[src/rtl/fetch_sequencer.sv]
// Instruction fetch sequencer: drives PC into a combinational instruction memory and queues {pc, instr} for decode.
// Optional misaligned-redirect trap is enabled with `define FETCH_ALIGN_CHECK_EN.
module fetch_sequencer #(
    parameter logic [31:0] RESET_PC = 32'h0000_0000,
    parameter int          DEPTH    = 2
) (
    input  logic        clk,
    input  logic        rst_n,
    input  logic        fetch_en,
    output logic [31:0] PC_out,
    input  logic [31:0] instruction,
    input  logic        redirect_valid,
    input  logic [31:0] redirect_pc,
    output logic        out_valid,
    input  logic        out_ready,
    output logic [31:0] out_instr,
    output logic [31:0] out_pc,
    output logic        misalign_err
);
    localparam int AW = $clog2(DEPTH);
    localparam int CW = AW + 1;

    typedef enum logic [1:0] {IDLE, RUN, TRAP} state_t;

    state_t          state_q;
    logic [31:0]     pc_q;
    logic [CW-1:0]   count_q;
    logic [AW-1:0]   rd_ptr_q, wr_ptr_q;
    logic [31:0]     fifo_pc_q    [DEPTH];
    logic [31:0]     fifo_instr_q [DEPTH];

    logic empty, full, pop, push;

    assign empty = (count_q == '0);
    assign full  = (count_q == CW'(DEPTH));
    assign pop   = out_valid & out_ready;
    // A pop frees a slot in the same cycle, so a full queue can still accept.
    assign push  = (state_q == RUN) & fetch_en & ~redirect_valid & (~full | pop);

    assign PC_out    = pc_q;
    assign out_valid = ~empty;
    assign out_pc    = empty ? 32'h0 : fifo_pc_q[rd_ptr_q];
    assign out_instr = empty ? 32'h0 : fifo_instr_q[rd_ptr_q];

`ifdef FETCH_ALIGN_CHECK_EN
    logic misalign_q;
    logic redirect_bad;
    assign redirect_bad = (redirect_pc[1:0] != 2'b00);
    assign misalign_err = misalign_q;
`else
    assign misalign_err = 1'b0;
`endif

    always_ff @(posedge clk or negedge rst_n) begin
        if (!rst_n) begin
            state_q  <= IDLE;
            pc_q     <= RESET_PC;
            count_q  <= '0;
            rd_ptr_q <= '0;
            wr_ptr_q <= '0;
            for (int i = 0; i < DEPTH; i++) begin
                fifo_pc_q[i]    <= '0;
                fifo_instr_q[i] <= '0;
            end
`ifdef FETCH_ALIGN_CHECK_EN
            misalign_q <= 1'b0;
`endif
        end else if (redirect_valid) begin
            count_q  <= '0;
            rd_ptr_q <= '0;
            wr_ptr_q <= '0;
`ifdef FETCH_ALIGN_CHECK_EN
            pc_q <= redirect_pc;
            if (redirect_bad) begin
                state_q    <= TRAP;
                misalign_q <= 1'b1;
            end else if (state_q == TRAP) begin
                misalign_q <= 1'b0;
                state_q    <= fetch_en ? RUN : IDLE;
            end
`else
            pc_q <= redirect_pc & ~32'h3;
`endif
        end else begin
            if (push) begin
                fifo_pc_q[wr_ptr_q]    <= pc_q;
                fifo_instr_q[wr_ptr_q] <= instruction;
                wr_ptr_q               <= wr_ptr_q + 1'b1;
                pc_q                   <= pc_q + 32'd4;
            end
            if (pop)
                rd_ptr_q <= rd_ptr_q + 1'b1;
            count_q <= count_q + CW'(push) - CW'(pop);
            case (state_q)
                IDLE:    if (fetch_en)  state_q <= RUN;
                RUN:     if (!fetch_en) state_q <= IDLE;
                default: state_q <= state_q;
            endcase
        end
    end
endmodule

[config.mk]
export PLATFORM = sky130hd
export DESIGN_NAME = fetch_sequencer
export DESIGN_NICKNAME = d
export VERILOG_FILES = /design/src/rtl/fetch_sequencer.sv
export SDC_FILE = /design/constraint.sdc
export NUM_CORES = 1
export LEC_CHECK = 0
export BUFFER_PORTS_ARGS = -buffer_cell sky130_fd_sc_hd__buf_2
export CORE_AREA = 2 2 178 180
export CTS_CLUSTER_SIZE = 16
export DETAILED_ROUTE_END_ITERATION = 8
export DIE_AREA = 0 0 180 182
export GPL_TIMING_DRIVEN = 0
export PLACE_DENSITY_LB_ADDON = 0.2
export SLEW_MARGIN = 5
export SYNTH_ARGS = -nofsm -noshare
export SYNTH_HDL_FRONTEND = slang
export SYNTH_SLANG_ARGS = --single-unit
[constraint.sdc]
create_clock -name clk -period 3.1 [get_ports clk]
set_input_delay 0.62 -clock clk [delete_from_list [all_inputs] [get_ports clk]]
set_output_delay 0.62 -clock clk [all_outputs]
set_load 0.01 [all_outputs]
-- Yosys cells after proc, flatten, opt, wreduce, memory -nomap -nowiden
Cells that the tools add are included.
- flip-flop bits (word level): 166
- bits of input ports: 69
- output and inout bits: 98
- add/subtract/negate cells: 5
- magnitude comparators: 3
- equal/unequal tests: 4
- muxes and demuxes: 22
- bitwise operators: 10
- reductions and logical operators: 8
- operators by type and width (operator ; count):
    32-bit 2-to-1 mux ; 11
    64-bit bitwise mux ; 2
    32-bit by 3-bit adder with 32-bit output, second input constant ; 1
    32-bit demux with 1-bit select ; 1
    2-bit 2-to-1 mux ; 3
    2-bit nonzero test ; 3
    1-bit bitwise AND ; 4
    2-bit greater-or-equal comparator, second input constant ; 2
    2-bit logical NOT ; 2
    1-bit 2-to-1 mux ; 4
    2-bit inequality test, second input constant ; 2
    1-bit NOT with 2-bit output ; 2
    2-bit one-hot mux with 2 select lines ; 1
    4-bit AND reduction ; 1
    1-bit NOT ; 3
    1-bit adder, second input constant ; 2
    2-bit by 1-bit adder with 2-bit output ; 1
    2-bit by 1-bit == test with 1-bit output, second input constant ; 1
    2-bit == test, second input constant ; 1
    2-bit by 1-bit < comparator with 1-bit output, second input constant ; 1
    2-bit AND reduction ; 1
    2-bit by 1-bit subtractor with 2-bit output ; 1
    1-bit logical AND ; 1
    1-bit bitwise OR ; 1

-- Longest topological paths before layout
Gate-level depths: netlist of the first run.
- depth in word-level cells: 8
- gate-level depth with buffers: 8
- gate-level depth less buffers: 8

-- Worst setup path before layout of the first run
OpenSTA, ideal clock, no wires.
- kind: input -> register
- from: input fetch_en
- to: register pc_q[31] (netlist: PC_out[31])
- library setup time: 120 ps
- arrival time: 2194 ps
- required time: 2980 ps
- setup slack: 787 ps
- cell stages on the path: 6
- buffers on the path: 1
- path through: ha_1 > nand4_1 > or3_1 > clkbuf_1 > or4_1 > a31o_1
- word-level cells in the longest chain between the ends: 4
- ends and longest elaborated chain (item ; line ; source):
    start: declaration ; 9 ; input logic fetch_en,
    1-bit bitwise AND (3 in series) ; 38 ; assign push = (state_q == RUN) & fetch_en & ~redirect_valid & (~full | pop);
    2-bit nonzero test (no source line) ; -- ;
    end signal: assignment ; 82 ; pc_q <= redirect_pc & ~32'h3;
    end signal: assignment ; 89 ; pc_q <= pc_q + 32'd4;
    end: declaration ; 26 ; logic [31:0] pc_q;
No other way between the ends.
A chain may end at the register's enable or synchronous reset.

-- Final worst setup path of the first run
- from: register rd_ptr_q
- to: output out_pc[7]
- word-level cells in the longest chain between the ends: 5
- ends and longest elaborated chain (item ; line ; source):
    start: declaration ; 28 ; logic [AW-1:0] rd_ptr_q, wr_ptr_q;
    start signal: assignment ; 92 ; rd_ptr_q <= rd_ptr_q + 1'b1;
    1-bit NOT with 2-bit output (not written as such) ; 42 ; assign out_pc = empty ? 32'h0 : fifo_pc_q[rd_ptr_q];
    32-bit 2-to-1 mux (not written as such) (3 in series) ; 42 ;
    32-bit 2-to-1 mux ; 42 ;
    end: declaration ; 17 ; output logic [31:0] out_pc,
No other way between the ends. The select of a mux whose other input is x is not followed.

==> results of run 1 <==
## per-stage QoR
| stage | hold WS (ns) | area (µm²) | utilization [%] |
|---|---|---|---|
| after detailed placement | 0.471 | 8970 | 29.0 |
| after floorplan | 0.324 | 7630 | - |
| after CTS | 0.127 | 9540 | 30.8 |
| after global placement | 0.465 | 8930 | 28.8 |
| after global routing | 0.141 | 9550 | 30.8 |
| final | 0.130 | 9550 | 30.8 |
## worst max path at each step
stage | start | to | cells after the start
after global routing | rd_ptr_q | out_pc[13] | 5
after global placement | rst_n | fifo_instr_q[47] | 1
after CTS | rd_ptr_q | out_pc[7] | 5
final | rd_ptr_q | out_pc[7] | 5
after floorplan | fetch_en | PC_out[31] | 6
after detailed placement | fetch_en | fifo_instr_q[60] | 6
## layout make-up
class / count / area [µm²]
Antenna cell: 1 / 2.50
Buffer: 47 / 208
Clock buffer: 17 / 425
Clock inverter: 15 / 136
Fill cell: 3263 / 21400
Inverter: 9 / 33.8
Multi-Input combinational cell: 448 / 3420
Sequential cell: 159 / 3980
Tap cell: 402 / 503
Timing Repair Buffer: 160 / 833
## what timing repair did
action | CTS | global route
buffers inserted | 0 | 0
gates resized for setup | 7 | 0
setup endpoints to repair | 59 | 0
## flip-flops by register name, indices dropped and copies added (netlist names)
register      count
rd_ptr_q          1
fifo_pc_q        60
count_q           2
PC_out           30
state_q           1
wr_ptr_q          1
fifo_instr_q     64
## routing by layer
layer / global-route usage (%) / vias to the layer above / part of all wire, %
met2: 22.2 / 139 / 46
met5: 0 / - / 0
met4: 4.33 / 0 / 1.7
met3: 3.19 / 23 / 5.2
met1: 19.5 / 2866 / 47
li1: - / 2708 / -
## power by group through the flow
stage	Clock (µW)	Combinational, µW	Sequential, µW
6_report	2060	3280	3390
5_1_grt	2240	3670	3510
4_1_cts	2150	3390	3390
3_5_place_dp	0	3380	3430
3_3_place_gp	0	3340	3410
2_1_floorplan	0	2220	3310
## cell families after synthesis
group,after synthesis,share of synthesized area [%]
xor gates and xnor gates,15,1.72
other,1,0.0492
AOI/OAI and AO/OA,54,4.55
muxes,181,25.7
DFF,159,52.2
adders and majority gates,4,0.657
buffers and inverters,56,3.07
and+or+nand+nor,189,12.0
## cell usage in the layout (no fill, tap or decap), drive strengths merged, types with 3 or more instances in the layout
master / n
a31oi: 12
xnor2: 11
clkinv: 3
nor4: 6
nand2: 35
xor2: 4
conb: 5
buf: 175
o21ai: 21
nand3: 16
inv: 13
or3: 4
nor2: 82
mux2: 118
mux2i: 63
nor2b: 5
nand4: 8
o31ai: 11
ha: 4
clkinvlp: 7
or4: 21
dfrtp: 159
clkbuf: 49
## critical path: stages (launching register included)
cell	delay, ns
dfrtp_1	0.32
clkbuf_1	0.50
clkbuf_2	0.49
mux2i_1	0.31
nor2_1	0.06
buf_2	0.16
==> flow_summary.ini, run 1 <==
[outcome]
status = finished clean

[sta]
tns_ns = 0
tightest_slew_ns = 0.929
slew_headroom_pct = 38.1
fin_crit_ns = 2.89
max_freq_mhz = 346
hold_violations = 0
fin_crit_sh_pct = 93.3
finalSetupViolations = 0
worst_slack_ns = 0.208
skew_ns = 0.0143
rsz0062_at_grt = no
slew_violations = 0

[worst_setup_path]
worst-r2r-cell-count = 6
cp.required_ns = 2.48
worstSetupPathType = flip-flop to output port
end_kind = output port
r2r_slack_ns = 0.33
crit_path_max_fanout = 10
timing.rr.end = PC_out[30]
rr_startpoint = count_q[0]
cp-start-kind = flip-flop
worstPathArrival_ns = 2.27

[floorplanning]
fp.dieW_um = 180
core_area_mm2 = 0.0310
die_h_um = 182
start_util_pct = 24.6
num_rows = 65
top_level_ports = 167
dieArea_mm2 = 0.0328

[worst_hold_path]
hold_class = input port to async pin

[synthesis]
synth_edf_count = 0
ys_types = 40
ys_ff_latch = 159
synth_area_leader_cell = dfrtp_1
synth_area_mm2 = 0.00762
synth_top_area_share_pct = 52.2
syn_inst = 659
yosysWarnings = 0
yosysSeqAreaShare_pct = 52.2
syn-mean-instance-area_um2 = 11.6
synth.most_common_cell = dfrtp_1
async_flop_share_pct = 100
synth_commonest_cells = dfrtp_1 (159), mux2_2 (118), nor2_1 (82)
synthTopCellsByArea = dfrtp_1 (52%), mux2_2 (17%), mux2i_1 (8.3%)
synthFlopType = dfrtp_1

[route]
firstDrtPassIters = 4
drt-initial-drc-count = 247
drc_errors = 0
wl_um = 22600
wire_per_inst_um = 17.9
num_vias = 5736
avgViaCountPerCell = 4.56
drtAntennaViolNets = 0

[grt]
grt-ovfl-total = 0
grt_use_total_pct = 14.2
grt_pass1_wl_um = 35600
grt_pass1_vias = 5999
antenna_found_initial = 1
grt_max_degree = 103

[pwr]
p_leak_uw = 0.00420
fin_total_pwr_uw = 8730
p_sw_uw = 3130
swShare_pct = 35.8
pwr-share-comb_pct = 37.5
ir_drop_uv = 293
power_density_mw_per_mm2 = 914
clock_power_share_pct = 23.6
p_int_uw = 5600
power_frac_seq_pct = 38.8

[clocking]
cts_max_path_buffers = 2
clk_latency_ns = 0.43
holdBufCountCts = 0
path_clk_slew_ns = 0.07
cts_made_buffers = 17
htreeDepth = 4
cts_root_buf = clkbuf_16
cts.sinks = 159
cts_tree = yes

[finish]
layout.nets = 915
drive_above_1_share_pct = 38.6
final_cell_count_no_fill = 1258
area_growth_pct = 25.3

[placed_design]
dp_slack_ns = -0.0464
dp_hpwl_um = 15700
portBuffers = 159
routabilityCongestion = 0.738
placed_cells = 1225

[job]
maxCapViolCount = 0
Note: power is estimated with default switching activity, not from simulation.
==> inputs of run 2 (changes only) <==
Settings changed: GPL_TIMING_DRIVEN 0 to 1, REMOVE_ABC_BUFFERS set to 1.
==> run 2 against run 1 <==
  * Global-route usage is 1.1 points lower
  * Maximum frequency is 11% higher
  * Cell count is 2.4% lower
  * Power is 2.9% higher
  * Clock-buffer cell count is 2 higher
  * Flip-flop and latch count stayed put
  * Clock power is 12% higher
  * Non-clock buffer count is 28 lower
  * Die area stayed put
  * Critical path depth is 1 lower
  * Critical path type unchanged
  * Critical endpoint is now out_pc[11]
  * Largest cell class unchanged
==> flow_summary.ini, run 2 (synthesis results as in run 1) <==
[job]
maxCapViolCount = 0

[finish]
drive_above_1_share_pct = 40.6
layout.nets = 887
layout_common_cells = dfrtp_1 (158), buf_2 (158), mux2_2 (118)
area_growth_pct = 25.9
fin_area_mm2 = 0.00959
regMostFlops = fifo_instr_q
antenna_cells = 0
final_util_pct = 31.0
largest_register_ffs = 64

[clocking]
cts_max_path_buffers = 2
cts_made_buffers = 17
cts_tree = yes
cts.sinks = 159
cts_root_buf = clkbuf_16
htreeDepth = 4
cts_resized = 0
path_clk_slew_ns = 0.07
holdBufCountCts = 0
clk_latency_ns = 0.42
postCtsSetupRepairBufs = 0

[worst_setup_path]
worstSetupPathType = flip-flop to output port
worstPathArrival_ns = 1.99
slowest_delay_ns = 0.79
cp-start-kind = flip-flop
cp.required_ns = 2.48
critPathSlowestCell = dfrtp_4
end_kind = output port
cp_cell_sequence = buf_4, mux2i_1, nor2_1, buf_2
crit_path_max_fanout = 24

[sta]
slew_headroom_pct = 41.2
fin_crit_sh_pct = 84.2
tightest_slew_ns = 0.880
holdWs_ns = 0.175
rsz0062_at_grt = no
hold_violations = 0
max_freq_mhz = 383
skew_ns = 0.0122
tns_ns = 0
slew_violations = 0
worst_slack_ns = 0.491
finalSetupViolations = 0
fin_crit_ns = 2.61

[placed_design]
dp_slack_ns = 0.360
dp_hpwl_um = 14300
routabilityCongestion = 0.699
portBuffers = 159
dpl_cell_area_mm2 = 0.00896

[route]
avgViaCountPerCell = 4.55
drt-initial-drc-count = 213
wire_per_inst_um = 17.2
wl_um = 21100
firstDrtPassIters = 4
drtAntennaViolNets = 0
num_vias = 5585
drc_errors = 0

[grt]
grt_max_degree = 65
grt_pass1_wl_um = 33500
grt_use_total_pct = 13.1
antenna_found_initial = 1
grt-ovfl-total = 0
grt_pass1_vias = 5819

[floorplanning]
start_util_pct = 24.6
dieArea_mm2 = 0.0328
top_level_ports = 167
die_h_um = 182
num_rows = 65
fp.dieW_um = 180
core_area_mm2 = 0.0310

[pwr]
power_frac_seq_pct = 38.7
p_leak_uw = 0.00425
power_density_mw_per_mm2 = 936
pwr-share-comb_pct = 35.6
p_sw_uw = 3050
ir_drop_uv = 347
clock_power_share_pct = 25.8
p_int_uw = 5920
swShare_pct = 34.0

[outcome]
status = finished clean

[worst_hold_path]
hold_class = input port to async pin
==> run 2: cell count changes in the layout (fill, tap and decap cells not counted), sizes merged, moves of 3 or more <==
cell	delta
bufinv	+3
clkbuf	-30
clkinvlp	-6
buf	+4
==> run 2: final cells by class <==
type	count	area, µm²
clock inverter	12	181
multi-input combinational	448	3440
timing repair buffer	179	1000
fill	3252	21400
sequential	159	3980
tap	402	503
inverter	9	33.8
clock buffer	19	453
==> run 2: power by group through the flow <==
stage / Combinational [µW] / Clock [µW] / Sequential [µW]
after floorplan: 2130 / 0 / 3420
after global placement: 3230 / 0 / 3500
after detailed placement: 3270 / 0 / 3520
after CTS: 3280 / 2410 / 3480
after global routing: 3560 / 2480 / 3600
final: 3190 / 2310 / 3470
==> run 2: per-stage QoR <==
stage	power, µW	cells
after floorplan	5550	616
after global placement	6730	1197
after detailed placement	6800	1197
after CTS	9160	1228
after global routing	9630	1228
final	8980	1228
==> run 2: layer usage <==
layer	vias up	GRT usage [%]	wire, µm
met1	2808	17.1	10100
met4	2	2.70	130
met5	-	0	17
li1	2650	-	-
met3	10	3.53	885
met2	115	21.8	9980
==> run 2: worst paths after layout <==
check,start,to,slack [ns],cells after the start
max,rd_ptr_q,out_pc[11],0.49,4
min,rst_n,fifo_instr_q[17],0.17,1
max reg2reg,PC_out[13],PC_out[28],0.61,4
min reg2reg,state_q[0],state_q[0],0.48,1
max in group asynchronous,rst_n,fifo_instr_q[8],2.15,2
min in group clk,redirect_pc[10],PC_out[10],0.41,3
==> run 2: critical path, delay by kind of cell, from the launching register on <==
family | cells | cell delay [ns]
flip-flops | 1 | 0.79
buffers and inverters | 2 | 0.46
AND/OR/NAND/NOR | 1 | 0.08
multiplexers | 1 | 0.23
==> inputs of run 3 (changes only) <==
Clock period 3.1 ns to 2.5 ns, I/O delays scaled along.
==> run 3 against run 2 <==
  * Sequential share of layout area decreased by 0.38 points
  * Worst hold slack better by 0.12 ns
  * Setup slack worse by 0.31 ns
  * Final area is 0.93% higher
  * Cell count grew 1.8%
  * Critical path depth is the same
  * Register-to-register slack got worse by 0.27 ns
  * First-iteration DRC count rose by 20%
  * Critical path type unchanged
==> flow_summary.ini, run 3 (synthesis results as in run 1) <==
[clocking]
cts_resized = 0
cts_made_buffers = 17
cts_tree = yes
htreeDepth = 4
cts_root_buf = clkbuf_16
cts.sinks = 159
cts_max_path_buffers = 2
path_clk_slew_ns = 0.07
clk_latency_ns = 0.42

[worst_setup_path]
worstPathArrival_ns = 1.82
cp_cell_sequence = buf_12, mux2i_1, nor2_1, buf_2
rr_startpoint = PC_out[15]
slowest_delay_ns = 0.59
cp-start-kind = flip-flop
critPathSlowestCell = dfrtp_4
worstSetupPathType = flip-flop to output port
crit_path_max_fanout = 33
end_kind = output port
crit_start = rd_ptr_q
cp.required_ns = 2.00

[placed_design]
dpl_cell_area_mm2 = 0.00914
portBuffers = 159
dp_hpwl_um = 14400
routabilityCongestion = 0.731
dp_slack_ns = 0.195

[sta]
worst_slack_ns = 0.180
holdWs_ns = 0.299
skew_ns = 0.0114
tightest_slew_ns = 0.554
max_freq_mhz = 431
slew_violations = 0
slew_headroom_pct = 62.9
rsz0062_at_grt = no
hold_violations = 0
fin_crit_sh_pct = 92.8
fin_crit_ns = 2.32
finalSetupViolations = 0

[job]
maxCapViolCount = 0

[grt]
grt_max_degree = 54
grt_pass1_wl_um = 33600
antenna_found_initial = 1
grt_use_total_pct = 13.1
grt_pass1_vias = 5719
grt-ovfl-total = 0

[outcome]
status = finished clean

[pwr]
ir_drop_uv = 432
power_density_mw_per_mm2 = 1110
p_leak_uw = 0.00430

[finish]
area_growth_pct = 27.1
layout.nets = 909
regMostFlops = fifo_instr_q
layout_common_cells = dfrtp_1 (158), buf_2 (158), mux2_2 (118)
largest_register_ffs = 64
fin_area_mm2 = 0.00968
drive_above_1_share_pct = 41.7

[floorplanning]
num_rows = 65
start_util_pct = 24.6
fp.dieW_um = 180
top_level_ports = 167
dieArea_mm2 = 0.0328
core_area_mm2 = 0.0310
die_h_um = 182

[route]
top_layer = met4
drt-initial-drc-count = 255
drtAntennaViolNets = 0
wl_met1_um = 10300
avgViaCountPerCell = 4.54
wire_per_inst_um = 16.6
wl_met2_um = 9660
firstDrtPassIters = 4
wl_um = 20800
wl_met3_um = 724
drc_errors = 0
num_vias = 5675

[worst_hold_path]
hold_class = input port to flip-flop
hp-start = redirect_pc[2]
-- run 3: cell types whose count changed in the layout (fill, tap and decap cells not counted), moves of 2 or more --
cell        before  now
buf_4           16   35
clkbuf_8         2    0
clkinv_2         2    5
clkbuf_1         0    2
inv_6            3    1
clkinvlp_4       1    3
buf_12           4    6
bufinv_16        4    1
-- run 3: worst max-delay path: cells and delay by family (launching register included) --
kind	cells	cell delay (ns)
buffers and inverters	2	0.45
DFF	1	0.59
muxes	1	0.26
and+or+nand+nor	1	0.06
-- run 3: what timing repair did --
item | 4_1_cts | 5_1_grt
hold buffers | 1 | 0
setup endpoints to repair | 0 | 0
setup buffers | 0 | 0
hold endpoints to repair | 8 | 0
-- run 3: worst paths after layout --
path	slack, ns	cells past startpoint	end
setup / recovery	0.18	4	out_instr[20]
hold / removal	0.30	3	PC_out[2]
setup reg to reg	0.34	5	PC_out[23]
hold reg to reg	0.48	1	state_q[0]
max in group asynchronous	1.23	3	rd_ptr_q
min in group asynchronous	0.56	2	fifo_instr_q[39]
-- run 3: report_power, final --
part / switching [µW] / internal (µW)
sequential: 604 / 3620
combinational: 2050 / 2040
clock: 1060 / 1350
-- run 3: metrics by stage --
| stage | total power [µW] | setup TNS [ns] | util, % | cells |
|---|---|---|---|---|
| 2_1_floorplan | 6840 | -240.34 | - | 616 |
| 3_3_place_gp | 8400 | 0 | 29.5 | 1218 |
| 3_5_place_dp | 8480 | 0 | 29.5 | 1218 |
| 4_1_cts | 11000 | 0 | 31.2 | 1249 |
| 5_1_grt | 11600 | 0 | 31.2 | 1249 |
| 6_report | 10700 | 0 | 31.2 | 1250 |
-- run 3: layer usage --
layer | up-vias | global-route usage (%)
met5 | - | 0
met4 | 0 | 2.83
met3 | 8 | 2.81
met2 | 124 | 20.8
met1 | 2838 | 18.3
li1 | 2705 | -
-- run 3: cell type report --
| type | instances | area [µm²] |
|---|---|---|
| Antenna cell | 1 | 2.50 |
| Clock buffer | 19 | 433 |
| Clock inverter | 11 | 95.1 |
| Fill cell | 3250 | 21300 |
| Inverter | 9 | 33.8 |
| Multi-Input combinational cell | 448 | 3440 |
| Sequential cell | 159 | 3980 |
| Tap cell | 402 | 503 |
| Timing Repair Buffer | 201 | 1190 |
